<file path="src/rtl/subtractor_serial_16bit_pkg.sv">
// Shared types for the bit-serial subtractor.
// Holds the FSM state encoding and the default operand width.
package subtractor_serial_16bit_pkg;

   typedef enum logic [1:0] {
      IDLE = 2'd0,
      RUN  = 2'd1,
      DONE = 2'd2
   } state_t;

   localparam int DEF_WIDTH = 16;

endpackage

</file>
<file path="src/rtl/full_adder.sv">
// Single-bit full adder shared by the serial arithmetic units.
// Ports: a, b, cin in; sum, cout out.
module full_adder (
   input  logic a,
   input  logic b,
   input  logic cin,
   output logic sum,
   output logic cout
);

   assign sum  = a ^ b ^ cin;
   assign cout = (a & b) | (a & cin) | (b & cin);

endmodule

</file>
<file path="src/rtl/subtractor_serial_16bit.sv">
// Bit-serial subtractor D = A - B - Bin, LSB first, one bit/clock.
// Ports: clk, rst, start, A, B, Bin in; busy, done, D, Bout, overflow out.
module subtractor_serial_16bit
   import subtractor_serial_16bit_pkg::*;
#(
   parameter int WIDTH = DEF_WIDTH,
   parameter int CNT_W = 5
) (
   input  logic             clk,
   input  logic             rst,
   input  logic             start,
   input  logic [WIDTH-1:0] A,
   input  logic [WIDTH-1:0] B,
   input  logic             Bin,
   output logic             busy,
   output logic             done,
   output logic [WIDTH-1:0] D,
   output logic             Bout,
   output logic             overflow
);

   state_t           st;
   logic [WIDTH-1:0] a_sh;
   logic [WIDTH-1:0] b_sh;
   logic [CNT_W-1:0] cnt;
   logic             carry;
   logic             a_msb;
   logic             b_msb;
   logic             nb;
   logic             s;
   logic             co;
   logic             last;

   // Subtraction as A + ~B + ~Bin through the shared adder.
   assign nb   = ~b_sh[0];
   assign last = (cnt == CNT_W'(WIDTH - 1));

   full_adder u_fa (
      .a    (a_sh[0]),
      .b    (nb),
      .cin  (carry),
      .sum  (s),
      .cout (co)
   );

   always_ff @(posedge clk) begin
      if (rst) begin
         st       <= IDLE;
         a_sh     <= '0;
         b_sh     <= '0;
         cnt      <= '0;
         carry    <= 1'b0;
         a_msb    <= 1'b0;
         b_msb    <= 1'b0;
         busy     <= 1'b0;
         done     <= 1'b0;
         D        <= '0;
         Bout     <= 1'b0;
         overflow <= 1'b0;
      end else begin
         unique case (st)
            IDLE, DONE: begin
               done <= 1'b0;
               if (start) begin
                  st       <= RUN;
                  busy     <= 1'b1;
                  a_sh     <= A;
                  b_sh     <= B;
                  a_msb    <= A[WIDTH-1];
                  b_msb    <= B[WIDTH-1];
                  carry    <= ~Bin;
                  cnt      <= '0;
                  D        <= '0;
                  Bout     <= 1'b0;
                  overflow <= 1'b0;
               end else begin
                  st <= IDLE;
               end
            end
            RUN: begin
               // Sum enters at the MSB so bit i lands at D[i].
               D     <= {s, D[WIDTH-1:1]};
               carry <= co;
               a_sh  <= a_sh >> 1;
               b_sh  <= b_sh >> 1;
               cnt   <= cnt + 1'b1;
               if (last) begin
                  st       <= DONE;
                  busy     <= 1'b0;
                  done     <= 1'b1;
                  Bout     <= ~co;
                  overflow <= (a_msb != b_msb) && (s != a_msb);
               end
            end
            default: begin
               st   <= IDLE;
               busy <= 1'b0;
               done <= 1'b0;
            end
         endcase
      end
   end

endmodule

</file>
<file path="config.mk">
export PLATFORM = sky130hd
export DESIGN_NAME = subtractor_serial_16bit
export DESIGN_NICKNAME = d
export VERILOG_FILES = /design/src/rtl/subtractor_serial_16bit_pkg.sv /design/src/rtl/full_adder.sv /design/src/rtl/subtractor_serial_16bit.sv
export SDC_FILE = /design/constraint.sdc
export NUM_CORES = 1
export LEC_CHECK = 0
export BUFFER_PORTS_ARGS = -buffer_cell sky130_fd_sc_hd__buf_2
export CAP_MARGIN = 20
export CORE_MARGIN = 2
export CORE_UTILIZATION = 53
export DETAILED_ROUTE_END_ITERATION = 8
export GPL_ROUTABILITY_DRIVEN = 0
export GPL_TIMING_DRIVEN = 1
export PLACE_DENSITY = 0.78
export SLEW_MARGIN = 20
export SYNTH_ARGS = -nofsm -noshare
export SYNTH_HDL_FRONTEND = slang
export SYNTH_SLANG_ARGS = --single-unit
</file>
<file path="constraint.sdc">
create_clock -name clk -period 1.55 [get_ports clk]
set_input_delay 0.31 -clock clk [delete_from_list [all_inputs] [get_ports clk]]
set_output_delay 0.31 -clock clk [all_outputs]
set_load 0.03 [all_outputs]
</file>
# After elaboration in Yosys (flattened, before gate mapping)

Index checks and enable logic that the tools add are counted.

Output and inout port bits: 20
Register bits after elaboration: 62
Word-level logic and storage cells: 61

Muxes and demuxes: 21
Equality and inequality tests: 7
Reduce and logical (&&, ||, !) cells: 9
Add/sub/neg operators: 1
Bitwise logic cells: 11

Operators with widths:

| operator            | number |
|---|---|
| $pmux 16 s2         | 3 |
| $mux 16             | 3 |
| $pmux 5 s2          | 1 |
| $pmux 1 s2          | 4 |
| $mux 1              | 7 |
| $reduce_and 2->1    | 3 |
| $add 5x1->5 const B | 1 |
| $eq 5x4->1 const B  | 1 |
| $mux 5              | 1 |
| $ne 2x2->1 const B  | 2 |
| $not 1->1           | 4 |
| $pmux 2 s2          | 1 |
| $reduce_or 2->1     | 2 |
| $and 1x1->1         | 3 |
| $reduce_and 3->1    | 1 |
| $eq 2x1->1 const B  | 1 |
| $eq 2x2->1 const B  | 1 |
| $logic_not 2->1     | 1 |
| $mux 2              | 1 |
| $ne 1x1->1          | 2 |
| $or 1x1->1          | 2 |
| $reduce_bool 2->1   | 1 |
| $xor 1x1->1         | 2 |
| $logic_and 1x1->1   | 1 |

# Depth between registers and ports, before layout

Gate-level depths: netlist of the first run.

Word-level depth: 7
Mapped depth: 6

# Hierarchy

From an unflattened synthesis of the first run, not the netlist that was laid out.

Cells, all modules: 285
Area, all modules: 2,501.1 sq um

Modules (own cells, without submodules):

| module                  | instances | area an instance (sq um) | cells an instance |
|---|---|---|---|
| subtractor_serial_16bit | 1         | 2,481.1                  | 284 |
| full_adder              | 1         | 20.0                     | 1 |

# Worst setup path before layout of the first run

Ideal clock, no wire load.

Path kind: reg-to-reg
From: register b_sh[0]
To: register overflow
Cell stages (with the launch flop): 6
Period minus slack after synthesis: 1.407 ns
Setup slack: 0.143 ns
Data arrival time: 1.316 ns
Path buffers: 0
Path through: dfxtp_1 -> inv_1 -> fa_1 -> and3b_1 -> a21oi_1 -> a311oi_1

Longest elaborated chain between the ends: 7

Ends and longest elaborated chain:

| item                      | line                          | text |
|---|---|---|
| start: declaration        | subtractor_serial_16bit.sv:24 | `logic [WIDTH-1:0] b_sh;` |
| start signal: assignment  | subtractor_serial_16bit.sv:85 | `b_sh <= b_sh >> 1;` |
| $not 1->1                 | subtractor_serial_16bit.sv:35 | `assign nb = ~b_sh[0];` |
| $xor 1x1->1 (2 in series) | full_adder.sv:11              | `assign sum = a ^ b ^ cin;` |
| $ne 1x1->1                | subtractor_serial_16bit.sv:92 | `overflow <= (a_msb != b_msb) && (s != a_msb);` |
| $logic_and 1x1->1         | subtractor_serial_16bit.sv:92 |  |
| $mux 1                    | subtractor_serial_16bit.sv:87 | `if (last) begin` |
| $pmux 1 s2                | subtractor_serial_16bit.sv:61 | `unique case (st)` |
| end signal: assignment    | subtractor_serial_16bit.sv:92 |  |
| end: declaration          | subtractor_serial_16bit.sv:19 | `output logic overflow` |

No other way between the ends. The select of a mux whose other input is x is not followed.
A chain may end at the register's enable or synchronous reset.

# Final worst setup path of the first run

Same ends and word-level chain as after synthesis.

==> metrics.md, run 1 <==
| Metric | Value |
|---|---|
| Outcome | completed |
| Overflow after GRT | 0 |
| Core area | between 4000 and 5000 um^2 |
| Share of the synthesized area in the top cell type | 0.495 |
| Distinct cells, synth | 30 |
| Worst path max stage delay | roughly 0.57 ns |
| CP max stage cell | fa_1 |
| Via count | about 2,300 |
| Final setup TNS | 0 ns |
| Tightest Hold Check Type | input port to flip-flop |
| Fin crit period | around 1.5 ns |
| Clock latency on the worst-skew pair | about 0.34 ns |
| Share of cells above drive strength 1 | 0.261 |
| N_diodes | 0 |
| WL final | slightly below 6000 um |
| CTS max path bufs | 2 |
| Drt wl/cell | roughly 15 um |
| Total power | 3.76 mW |
| Clock Root Buffer | clkbuf_8 |
| Maxcap violations | 0 |
| CTS clk-pin slew, worst paths | ~0.070 ns |
| HPWL after detailed placement | between 3000 and 4000 um |
| R2R Setup Slk | roughly 0.09 ns |
| Yosys reg bits | 62 |
| Post-synth top cells | dfxtp_1 (62), a21oi_1 (58), nand3_1 (51) |
| Post-DP Area | around 2800 um^2 |
| Vias in the first global route | around 2,100 |
| Reg2Reg Depth | 5 |
| Total nets after synthesis | approximately 320 |
| Vias per cell | between 5 and 6 |
| Area growth syn-to-layout | 22.3% |
| Cell with the most instances after synthesis | dfxtp_1 |
| CP required | 1.80 ns |
| Hold_ws | around 0.24 ns |
| Mean Syn Cell Area | just under 9 um^2 |
| Global-route wire length before repair | between 9000 and 10,000 um |
| Slew HR | 0.741 |
| Hold path endpoint | a_sh[15]$_SDFFE_PP0P_ |
| # DRC | 0 |
| WS Path Type | flip-flop to flip-flop |
| Biggest area consumer among synthesized cells | dfxtp_1 |
| Startpoint types | flip-flop |
| Die area | 5300 um^2 |
| Post-synth EDFFs | 0 |
| IO Port Bufs | 55 |
| Arr. time, crit path | ~1.7 ns |
| Yosys Warn Count | 0 |
| RSZ-0062 raised after global routing | no |
| Clock Sink Count | 62 |
| Remaining antenna violation count | 0 |
| Initial drt markers | 170 |
| Finished Cell Area | 3070 um^2 |
| Fmax | about 690 MHz |
| Final Hold Fails | 0 |
| Post-Synthesis Cells | ~290 |
| Fin crit share | 0.941 |
| Critical-path cell list | inv_1 > fa_1 > and3b_1 > a21oi_1 > a311oi_1 |
| Critical R2R Launch | b_sh[0]$_SDFFE_PP0P_ |
| GRT Util Overall | 0.226 |
| Endpoints failing setup | 0 |
| CTS tree | done |
| Sequential fraction of the synthesis area | 0.495 |
| CTS buffer count | 9 |
| Die X-Extent | 72.8 um |
| Die H | 72.8 um |
| Worst setup startpoint | b_sh[0]$_SDFFE_PP0P_ |
| Crit-path max FO | 3 |
| Initial antenna violation count | 0 |
| Synthesized cell area | around 2500 um^2 |
| Worst vdd ir | between 0.5 and 0.6 mV |
| Least-Margin Pin Slew | approximately 0.4 ns |
| Final Max Tran Viols | 0 |
| Leakage Power | about 1.2 nW |
| CP Capture Type | flip-flop |
| PD cells | 1220 nW/um^2 |
| Synth area leaders | dfxtp_1 (49%), a21oi_1 (12%), nand3_1 (10%) |
| Drt first pass iters | 4 |
| Ports | 56 |
| HP Start | A[15] |
| Final core utilization | 0.663 |
| Largest net degree at the start of global routing | 45 |
| Initial Utilization | 0.542 |
| FFs w/ async S/R, synth | 0 |
| H-Tree Depth | 3 |
| Hold path depth | 3 |
| Nets | about 370 |
| Primary FF master, synth | dfxtp_1 |
| FP Rows | 25 |
| Critical R2R Capture | overflow$_SDFFE_PP0P_ |
| Setup Skew | about 0.007 ns |
==> power by group <==
part	total, mW	switching (mW)	internal (mW)
Sequential	1.71	0.0440	1.67
Combinational	0.421	0.251	0.170
Clock	1.63	0.634	0.992
Total	3.76	0.928	2.83
==> worst max-delay path, delay by kind of cell (launching register included) <==
family,cells,cell delay (ns)
and+or+nand+nor,1,0.17
buffers and inverters,1,0.06
DFF,1,0.33
adders and majority gates,1,0.57
AOI/OAI and AO/OA,2,0.25
==> timing repair <==
action | CTS | global route
setup endpoints to repair | 0 | 3
setup buffers | 0 | 0
hold endpoints to repair | 0 | 0
hold buffers | 0 | 0
gates resized for setup | 0 | 3
==> registers in the layout, indices dropped and copies added (netlist names), 2 cells and up <==
signal / cells
a_sh: 16
st: 2
D: 16
b_sh: 16
cnt: 5
==> placed cells by master (no fill, tap or decap), types with 2 or more instances in the layout <==
cell type,n
buf_12,5
nor3b_1,2
nand2_1,22
a21oi_1,58
clkbuf_8,11
buf_2,55
buf_4,5
nand2b_1,2
bufinv_16,2
a22oi_1,31
inv_1,2
dfxtp_1,62
nor2_1,5
nand3_1,51
nand2b_2,2
and3_1,2
==> stage by stage <==
step                instances  worst slack, ns
floorplan                 285            0.143
global placement          375            0.112
detailed placement        375           0.0608
CTS                       391           0.0187
global route              391          0.00916
finish                    391           0.0909
==> layer usage <==
metal / track usage / share of wire / vias up
met5: 0 / 0 / -
met4: 0.0741 / 0.013 / 0
met3: 0.0566 / 0.061 / 6
met2: 0.362 / 0.48 / 71
met1: 0.301 / 0.45 / 1058
li1: - / - / 1124
==> kinds of logic after synthesis <==
kind of cell | count (synthesis) | share of synthesized area
AOI/OAI and AO/OA | 94 | 0.223
adders and majority gates | 3 | 0.0179
buffers and inverters | 31 | 0.0738
DFF | 62 | 0.495
muxes | 2 | 0.00897
and+or+nand+nor | 93 | 0.182
==> worst max-delay path by stage <==
| stage | endpoint | cells past startpoint |
|---|---|---|
| after floorplan | overflow$_SDFFE_PP0P_ | 5 |
| after global placement | overflow$_SDFFE_PP0P_ | 5 |
| after detailed placement | overflow$_SDFFE_PP0P_ | 5 |
| after CTS | overflow$_SDFFE_PP0P_ | 5 |
| after global routing | overflow$_SDFFE_PP0P_ | 5 |
| final | overflow$_SDFFE_PP0P_ | 5 |
==> layout make-up <==
class                   instances  area (um^2)
fillers                       386         1560
clock inverters                 5         81.3
inverters                       2         7.51
clock buffers                  11          151
flip-flops and latches         62         1240
well taps                      54         67.6
multi-input cells             192         1110
repair buffers                 65          413
Power figures use the tool's default switching activity.
==> run 2: changes to the inputs <==
SETUP_SLACK_MARGIN = 0.5   (was not set)
==> run 2 against run 1 <==
  * The run now fails in 5_1_grt
  * Synthesized cell count stayed put
  * Area after synthesis stayed put
==> metrics.md, run 2 <==
| Metric | Value |
|---|---|
| Ports | 56 (unchanged) |
| CTS buffer count | 9 (unchanged) |
| FP Rows | 25 (unchanged) |
| Outcome | aborted with a tool error |
| Initial Utilization | 0.542 (unchanged) |
| Die H | 72.8 um (unchanged) |
| Biggest area consumer among synthesized cells | dfxtp_1 |
| Post-synth top cells | dfxtp_1 (62), a21oi_1 (58), nand3_1 (51) |
| Post-synth EDFFs | 0 (unchanged) |
| Yosys Warn Count | 0 (unchanged) |
| First Err | [ERROR DPL-0038] Utilization greater than 100%, impossible to legalize |
| Stop stage | 5_1_grt |
| H-Tree Depth | 3 (unchanged) |
| IO Port Bufs | 55 (unchanged) |
| Post-Synthesis Cells | 285 (unchanged) |
| Yosys reg bits | 62 (unchanged) |
| HPWL after detailed placement | 3710 um (+4.0%) |
| Largest net degree at the start of global routing | 47 |
| Mean Syn Cell Area | 8.81 um^2 (unchanged) |
| CTS Hold Bufs | 0 (unchanged) |
| Synthesized cell area | 2510 um^2 (unchanged) |
| Clock Sink Count | 62 (unchanged) |
| Total nets after synthesis | 324 (unchanged) |
| Cell with the most instances after synthesis | dfxtp_1 |
| FFs w/ async S/R, synth | 0 (unchanged) |
| CTS max path bufs | 2 (unchanged) |
| Post-DP Area | 2970 um^2 (+5.1%) |
| Share of the synthesized area in the top cell type | 0.495 (unchanged) |
| Clock Root Buffer | clkbuf_8 |
| Primary FF master, synth | dfxtp_1 |
| Distinct cells, synth | 30 (unchanged) |
| Die X-Extent | 72.8 um (unchanged) |
| GRT repair_timing worst endpoint | overflow$_SDFFE_PP0P_/D |
| Worst EP kind | register data pin |
| Synth area leaders | dfxtp_1 (49%), a21oi_1 (12%), nand3_1 (10%) |
| Sequential fraction of the synthesis area | 0.495 (unchanged) |
[run 2: cell counts after synthesis]
Identical to the previous run, type by type.
[run 2: timing repair]
item / 4_1_cts
gates resized for setup: 118
endpoints found under the setup margin: 82
pin swaps: 46
buffers inserted: 34
gates cloned: 10
[run 2: metrics by stage]
step,setup WS (ns),std cells,hold WS [ns],utilization
4_1_cts,0.142,437,0.243,0.880
3_5_place_dp,0.143,377,0.458,0.641
3_3_place_gp,0.181,377,0.454,0.641
2_1_floorplan,0.200,285,0.444,-
[run 2: kinds of logic after synthesis]
family / count (synthesis) / synth area share
flip-flops: 62 / 0.495
multiplexers: 2 / 0.00897
AND/OR/NAND/NOR: 93 / 0.182
adder cells (fa/ha/maj): 3 / 0.0179
buffers and inverters: 31 / 0.0738
AO/OA/AOI/OAI: 94 / 0.223
==> run 3: changes to the inputs <==
CORE_UTILIZATION = 40   (was 53)
PLACE_DENSITY = not set   (was 0.78)
PLACE_DENSITY_LB_ADDON = 0.15   (was not set)
SETUP_SLACK_MARGIN = not set   (was 0.5)
==> run 3 against run 2 <==
  * The run now ends clean
==> metrics.md, run 3 (synthesis results as in run 1) <==
| Metric | Value |
|---|---|
| Fin crit period | 1.43 ns |
| H-Tree Depth | 3 (unchanged) |
| Die H | 83.2 um (+14%) |
| Final setup TNS | 0 ns |
| Place WS | 0.0524 ns (-0.0909 ns) |
| N_diodes | 0 |
| Commonest non-fill, non-tap cells in the layout | dfxtp_1 (62), a21oi_1 (58), buf_2 (55) |
| Global-route wire length before repair | ~10,000 um |
| # fillers | between 500 and 600 |
| Worst vdd ir | between 0.5 and 0.6 mV |
| Die area | just under 7000 um^2 |
| Least-Margin Pin Slew | roughly 0.39 ns |
| Critical R2R Launch | a_sh[0]$_SDFFE_PP0P_ |
| PnR worst setup slack | around 0.12 ns |
| Power Internal | 2.66 mW |
| Final Max Tran Viols | 0 |
| Flop pwr share | 0.480 |
| Reg2Reg Depth | 4 |
| Endpoints failing setup | 0 |
| Clock latency on the worst-skew pair | approximately 0.33 ns |
| WS Path Type | flip-flop to flip-flop |
| Post-DP Area | 2850 um^2 (-3.8%) |
| Fmax | ~700 MHz |
| Clock network fraction of total power | 0.401 |
| FP Rows | 28 (+12%) |
| PD cells | 1160 nW/um^2 |
| Fin crit share | 0.923 |
| Worst path max stage delay | just under 0.6 ns |
| CTS max path bufs | 2 (unchanged) |
| Remaining antenna violation count | 0 |
| Final Hold Fails | 0 |
| Hold path endpoint | a_sh[14]$_SDFFE_PP0P_ |
| Leakage Power | ~1.2 nW |
| CTS tree | done |
| CP required | 1.79 ns |
| Gate power share | 0.119 |
| CTS buffer count | 9 (unchanged) |
| Largest net degree at the start of global routing | 45 |
| Clock Root Buffer | clkbuf_8 |
| Setup Skew | roughly 0.0063 ns |
| Core area | roughly 6000 um^2 |
| HPWL after detailed placement | 3830 um (+3.4%) |
| Switch Pwr | between 0.9 and 1 mW |
| CTS clk-pin slew, worst paths | around 0.070 ns |
| Outcome | completed |
| Most common cell after layout, fill and taps aside | dfxtp_1 |
| Slew HR | 0.742 |
| CP max stage cell | fa_1 |
| Clock Sink Count | 62 (unchanged) |
| Switch share | 0.253 |
| CTS Hold Bufs | 0 (unchanged) |
| Vias in the first global route | slightly above 2,000 |
| Area growth syn-to-layout | 22.0% |
| Drt first pass iters | 4 |
| HP Start | A[14] |
| CP Capture Type | flip-flop |
| Ports | 56 (unchanged) |
| Critical R2R Capture | overflow$_SDFFE_PP0P_ |
| Crit-path max FO | 3 |
| Finished Cell Area | between 3000 and 4000 um^2 |
| WL final | roughly 6000 um |
| Overflow after GRT | 0 |
| Startpoint types | flip-flop |
| Tightest Hold Check Type | input port to flip-flop |
| RSZ-0062 raised after global routing | no |
| Vias per cell | ~5.4 |
| Critical-path cell list | fa_1 > and3b_1 > a21oi_1 > a311oi_1 |
| Via count | about 2,300 |
| Maxcap violations | 0 |
| Initial Utilization | 0.419 (-0.123) |
| R2R Setup Slk | about 0.12 ns |
| Share of cells above drive strength 1 | 0.267 |
| # DRC | 0 |
| Arr. time, crit path | between 1.5 and 2 ns |
| Hold path depth | 3 |
| Initial drt markers | 149 |
| Final core utilization | 0.511 |
| GRT Util Overall | 0.177 |
| IO Port Bufs | 55 (unchanged) |
| Nets | 375 |
| Biggest regs | D (16), a_sh (16), b_sh (16) |
| Initial antenna violation count | 0 |
| Hold_ws | approximately 0.25 ns |
| Die X-Extent | 83.2 um (+14%) |
| Drt wl/cell | 14.4 um |
-- run 3: how the worst max path moves through the flow --
stage | start | to | depth (start not counted)
6_report | a_sh[0]$_SDFFE_PP0P_ | overflow$_SDFFE_PP0P_ | 4
5_1_grt | cnt[0]$_SDFFE_PP0P_ | busy$_SDFFE_PP0P_ | 6
4_1_cts | cnt[0]$_SDFFE_PP0P_ | overflow$_SDFFE_PP0P_ | 5
3_5_place_dp | cnt[0]$_SDFFE_PP0P_ | overflow$_SDFFE_PP0P_ | 5
3_3_place_gp | b_sh[0]$_SDFFE_PP0P_ | overflow$_SDFFE_PP0P_ | 5
2_1_floorplan | b_sh[0]$_SDFFE_PP0P_ | overflow$_SDFFE_PP0P_ | 5
-- run 3: final cells by class --
cell class	instances	area, um^2	area share
clock buffers	12	155	0.0507
clock inverters	4	45.0	0.0147
inverters	2	7.51	0.00245
flip-flops and latches	62	1240	0.405
repair buffers	69	418	0.136
well taps	75	93.8	0.0306
multi-input cells	192	1100	0.360
-- run 3: worst max-delay path: cells and delay by family, from the launching register on --
family | cells | cell delay, ns
compound gates | 2 | 0.27
fa+ha+maj | 1 | 0.58
flops | 1 | 0.33
simple gates | 1 | 0.17
-- run 3: per-layer routing --
layer  global-route usage  vias to the layer above  part of all wire
li1                     -                     1131                 -
met1                0.246                     1057              0.47
met2                0.265                       59              0.46
met3               0.0358                       10             0.057
met4               0.0805                        0             0.016
met5                    0                        -                 0
-- run 3: metrics by stage --
stage               power (mW)  std cells
floorplan                 2.03        285
global placement          2.17        400
detailed placement        2.17        400
CTS                       3.60        416
global route              3.73        416
finish                    3.57        416
-- run 3: power by group through the flow --
| stage | sequential [mW] | clock (mW) | combinational [mW] |
|---|---|---|---|
| after detailed placement | 1.75 | 0 | 0.428 |
| after CTS | 1.71 | 1.46 | 0.430 |
| after global routing | 1.72 | 1.54 | 0.477 |
| final | 1.71 | 1.43 | 0.424 |
| after global placement | 1.74 | 0 | 0.426 |
| after floorplan | 1.75 | 0 | 0.287 |
-- run 3: repair_timing --
action,CTS,global route
endpoints found under the hold margin,0,0
setup endpoints to repair,0,3
setup buffers,0,0
gates resized for setup,0,2
==> run 4: changes to the inputs <==
PLACE_DENSITY = 0.69   (was not set)
PLACE_DENSITY_LB_ADDON = not set   (was 0.15)
==> run 4 against run 3 <==
  * Final area shrank 0.86%
  * Count of clock-buffer cells in the layout unchanged
  * Utilization down 0.44 points
  * Non-clock buffer count shrank 3
  * Clock power shrank 14%
  * First-iteration DRC count is 2.7% lower
  * Total power down 5.7%
  * Sequential share of layout area rose by 0.35 points
  * Cell count is 0.72% lower
  * Register-to-register slack got worse by 0.02 ns
  * Die area unchanged
  * Critical path type unchanged
  * Largest cell class unchanged
==> metrics.md, run 4 (synthesis results as in run 1) <==
| Metric | Value |
|---|---|
| HP Start | B[10] |
| DP Cell Count | 397 (-0.75%) |
| H-Tree Depth | 3 (unchanged) |
| Vias in the first global route | 2,018 (-2.1%) |
| FF/Latch Area | 1240 um^2 (unchanged) |
| Clock Sink Count | 62 (unchanged) |
| Worst setup startpoint | b_sh[0]$_SDFFE_PP0P_ |
| Final core utilization | 0.507 (-0.00439) |
| DR WL met2 | 2850 um (+3.7%) |
| Drt first pass iters | 4 (unchanged) |
| WS Path Type | flip-flop to flip-flop |
| # fillers | 589 (-0.34%) |
| Multi-input gate area in the final layout | 1100 um^2 (+0.34%) |
| Die X-Extent | 83.2 um (unchanged) |
| Initial drt markers | 145 (-2.7%) |
| WL final | 6020 um (+0.74%) |
| Post-DP Area | 2860 um^2 (about the same) |
| Most common cell after layout, fill and taps aside | dfxtp_1 |
| IO Port Bufs | 55 (unchanged) |
| Fin crit share | 0.934 (+0.0101) |
| Commonest non-fill, non-tap cells in the layout | dfxtp_1 (62), a21oi_1 (58), buf_2 (55) |
| Startpoint types | flip-flop |
| Die H | 83.2 um (unchanged) |
| # DRC | 0 (unchanged) |
| Setup Skew | 0.00582 ns (-0.000443 ns) |
| Core area | 5990 um^2 (unchanged) |
| Nets | 372 (-0.80%) |
| Fin crit period | 1.45 ns (+0.0156 ns) |
| Final Hold Fails | 0 (unchanged) |
| Global-route wire length before repair | 9870 um (-1.4%) |
| Tightest Hold Check Type | input port to flip-flop |
| Maxcap violations | 0 (unchanged) |
| Clock latency on the worst-skew pair | 0.34 ns (about the same) |
| Area growth syn-to-layout | 20.9% |
| CTS max path bufs | 2 (unchanged) |
| Leakage Power | 1.18 nW (-1.9%) |
| Crit-path max FO | 3 (unchanged) |
| N_diodes | 0 (unchanged) |
| CP Capture Type | flip-flop |
| Drt wl/cell | 14.6 um (+1.5%) |
| Vias per cell | 5.45 (+0.46%) |
| CTS clk-pin slew, worst paths | 0.07 ns (about the same) |
| Worst vdd ir | 0.607 mV (+21%) |
| CTS Hold Bufs | 0 (unchanged) |
| Total power | 3.36 mW (-5.7%) |
| Least-Margin Pin Slew | 0.438 ns (+0.0511 ns) |
| Critical R2R Launch | b_sh[0]$_SDFFE_PP0P_ |
| PD cells | 1110 nW/um^2 (-4.9%) |
| Largest net degree at the start of global routing | 41 (-8.9%) |
| Biggest regs | D (16), a_sh (16), b_sh (16) |
| Initial Utilization | 0.419 (unchanged) |
| HPWL after detailed placement | 3830 um (-0.18%) |
| Die area | 6920 um^2 (unchanged) |
| CTS tree | done |
| RSZ-0062 raised after global routing | no |
| Share of cells above drive strength 1 | 0.254 (-0.0124) |
| Post-CTS Setup Inserts | 0 (unchanged) |
| Finished Cell Area | 3040 um^2 (-0.86%) |
| Overflow after GRT | 0 (unchanged) |
| FP Rows | 28 (unchanged) |
| Ports | 56 (unchanged) |
| GRT Util Overall | 0.175 (-0.00237) |
| Endpoints failing setup | 0 (unchanged) |
| Highest routed layer | met4 |
| Outcome | completed |
| Slew HR | 0.707 (-0.0354) |
| Via count | 2,251 (-0.27%) |
| CP required | 1.80 ns (about the same) |
| Fmax | 691 MHz (-1.1%) |
| Final Max Tran Viols | 0 (unchanged) |
| Final setup TNS | 0 ns (unchanged) |
| Initial antenna violation count | 0 (unchanged) |
| Remaining antenna violation count | 0 (unchanged) |
| Met1 WL | 2770 um (-0.61%) |
| Arr. time, crit path | 1.70 ns (+0.02 ns) |
| Clock Root Buffer | clkbuf_8 |
| Fin cells | 413 (-0.72%) |
| CTS buffer count | 9 (unchanged) |
| Metal3 WL | 331 um (-3.2%) |
run 4: cell types whose count changed in the layout (fill, tap and decap cells not counted):
| cell | change |
|---|---|
| ha_4 | +1 |
| nor4_2 | -1 |
| buf_12 | +2 |
| clkbuf_1 | +1 |
| clkinvlp_4 | +1 |
| nor4_1 | +1 |
| ha_2 | -1 |
| buf_4 | -5 |
| bufinv_16 | -1 |
| clkbuf_8 | -1 |
run 4: critical path, cell delays in order (launching register included):
cell and delay (ns):
dfxtp_1 0.33, inv_1 0.05, fa_1 0.54, and3b_1 0.16, a21oi_1 0.04, a311oi_1 0.24
run 4: metal layers:
metal | global-route usage | vias to the layer above
met5 | 0 | -
met4 | 0.0537 | 0
met3 | 0.0676 | 7
met2 | 0.259 | 49
met1 | 0.235 | 1067
li1 | - | 1128
run 4: layout make-up:
type,count,share of cell area
sequential,62,0.409
multi-input combinational,192,0.364
timing repair buffer,66,0.138
clock buffer,12,0.0478
tap,75,0.0309
clock inverter,4,0.00742
inverter,2,0.00247
run 4: final timing paths:
| check | end | slack (ns) | depth (start not counted) |
|---|---|---|---|
| max | overflow$_SDFFE_PP0P_ | 0.10 | 5 |
| min | b_sh[10]$_SDFFE_PP0P_ | 0.25 | 3 |
| max reg2reg | overflow$_SDFFE_PP0P_ | 0.10 | 5 |
| min reg2reg | D[1]$_SDFFE_PP0P_ | 0.46 | 2 |
run 4: stage by stage:
stage | hold slack (ns) | worst slack (ns)
6_report | 0.249 | 0.103
5_1_grt | 0.237 | 0.000170
4_1_cts | 0.232 | 0.0551
3_5_place_dp | 0.459 | 0.0479
3_3_place_gp | 0.452 | 0.117
2_1_floorplan | 0.445 | 0.143
run 4: timing repair:
action / CTS / global route
setup endpoints to repair: 0 / 2
resized for setup: 0 / 2
hold endpoints to repair: 0 / 0
run 4: where the power goes:
group          internal [mW]  switching (mW)
logic                  0.172           0.253
registers               1.67          0.0437
clock network          0.616           0.610
total                   2.46           0.907
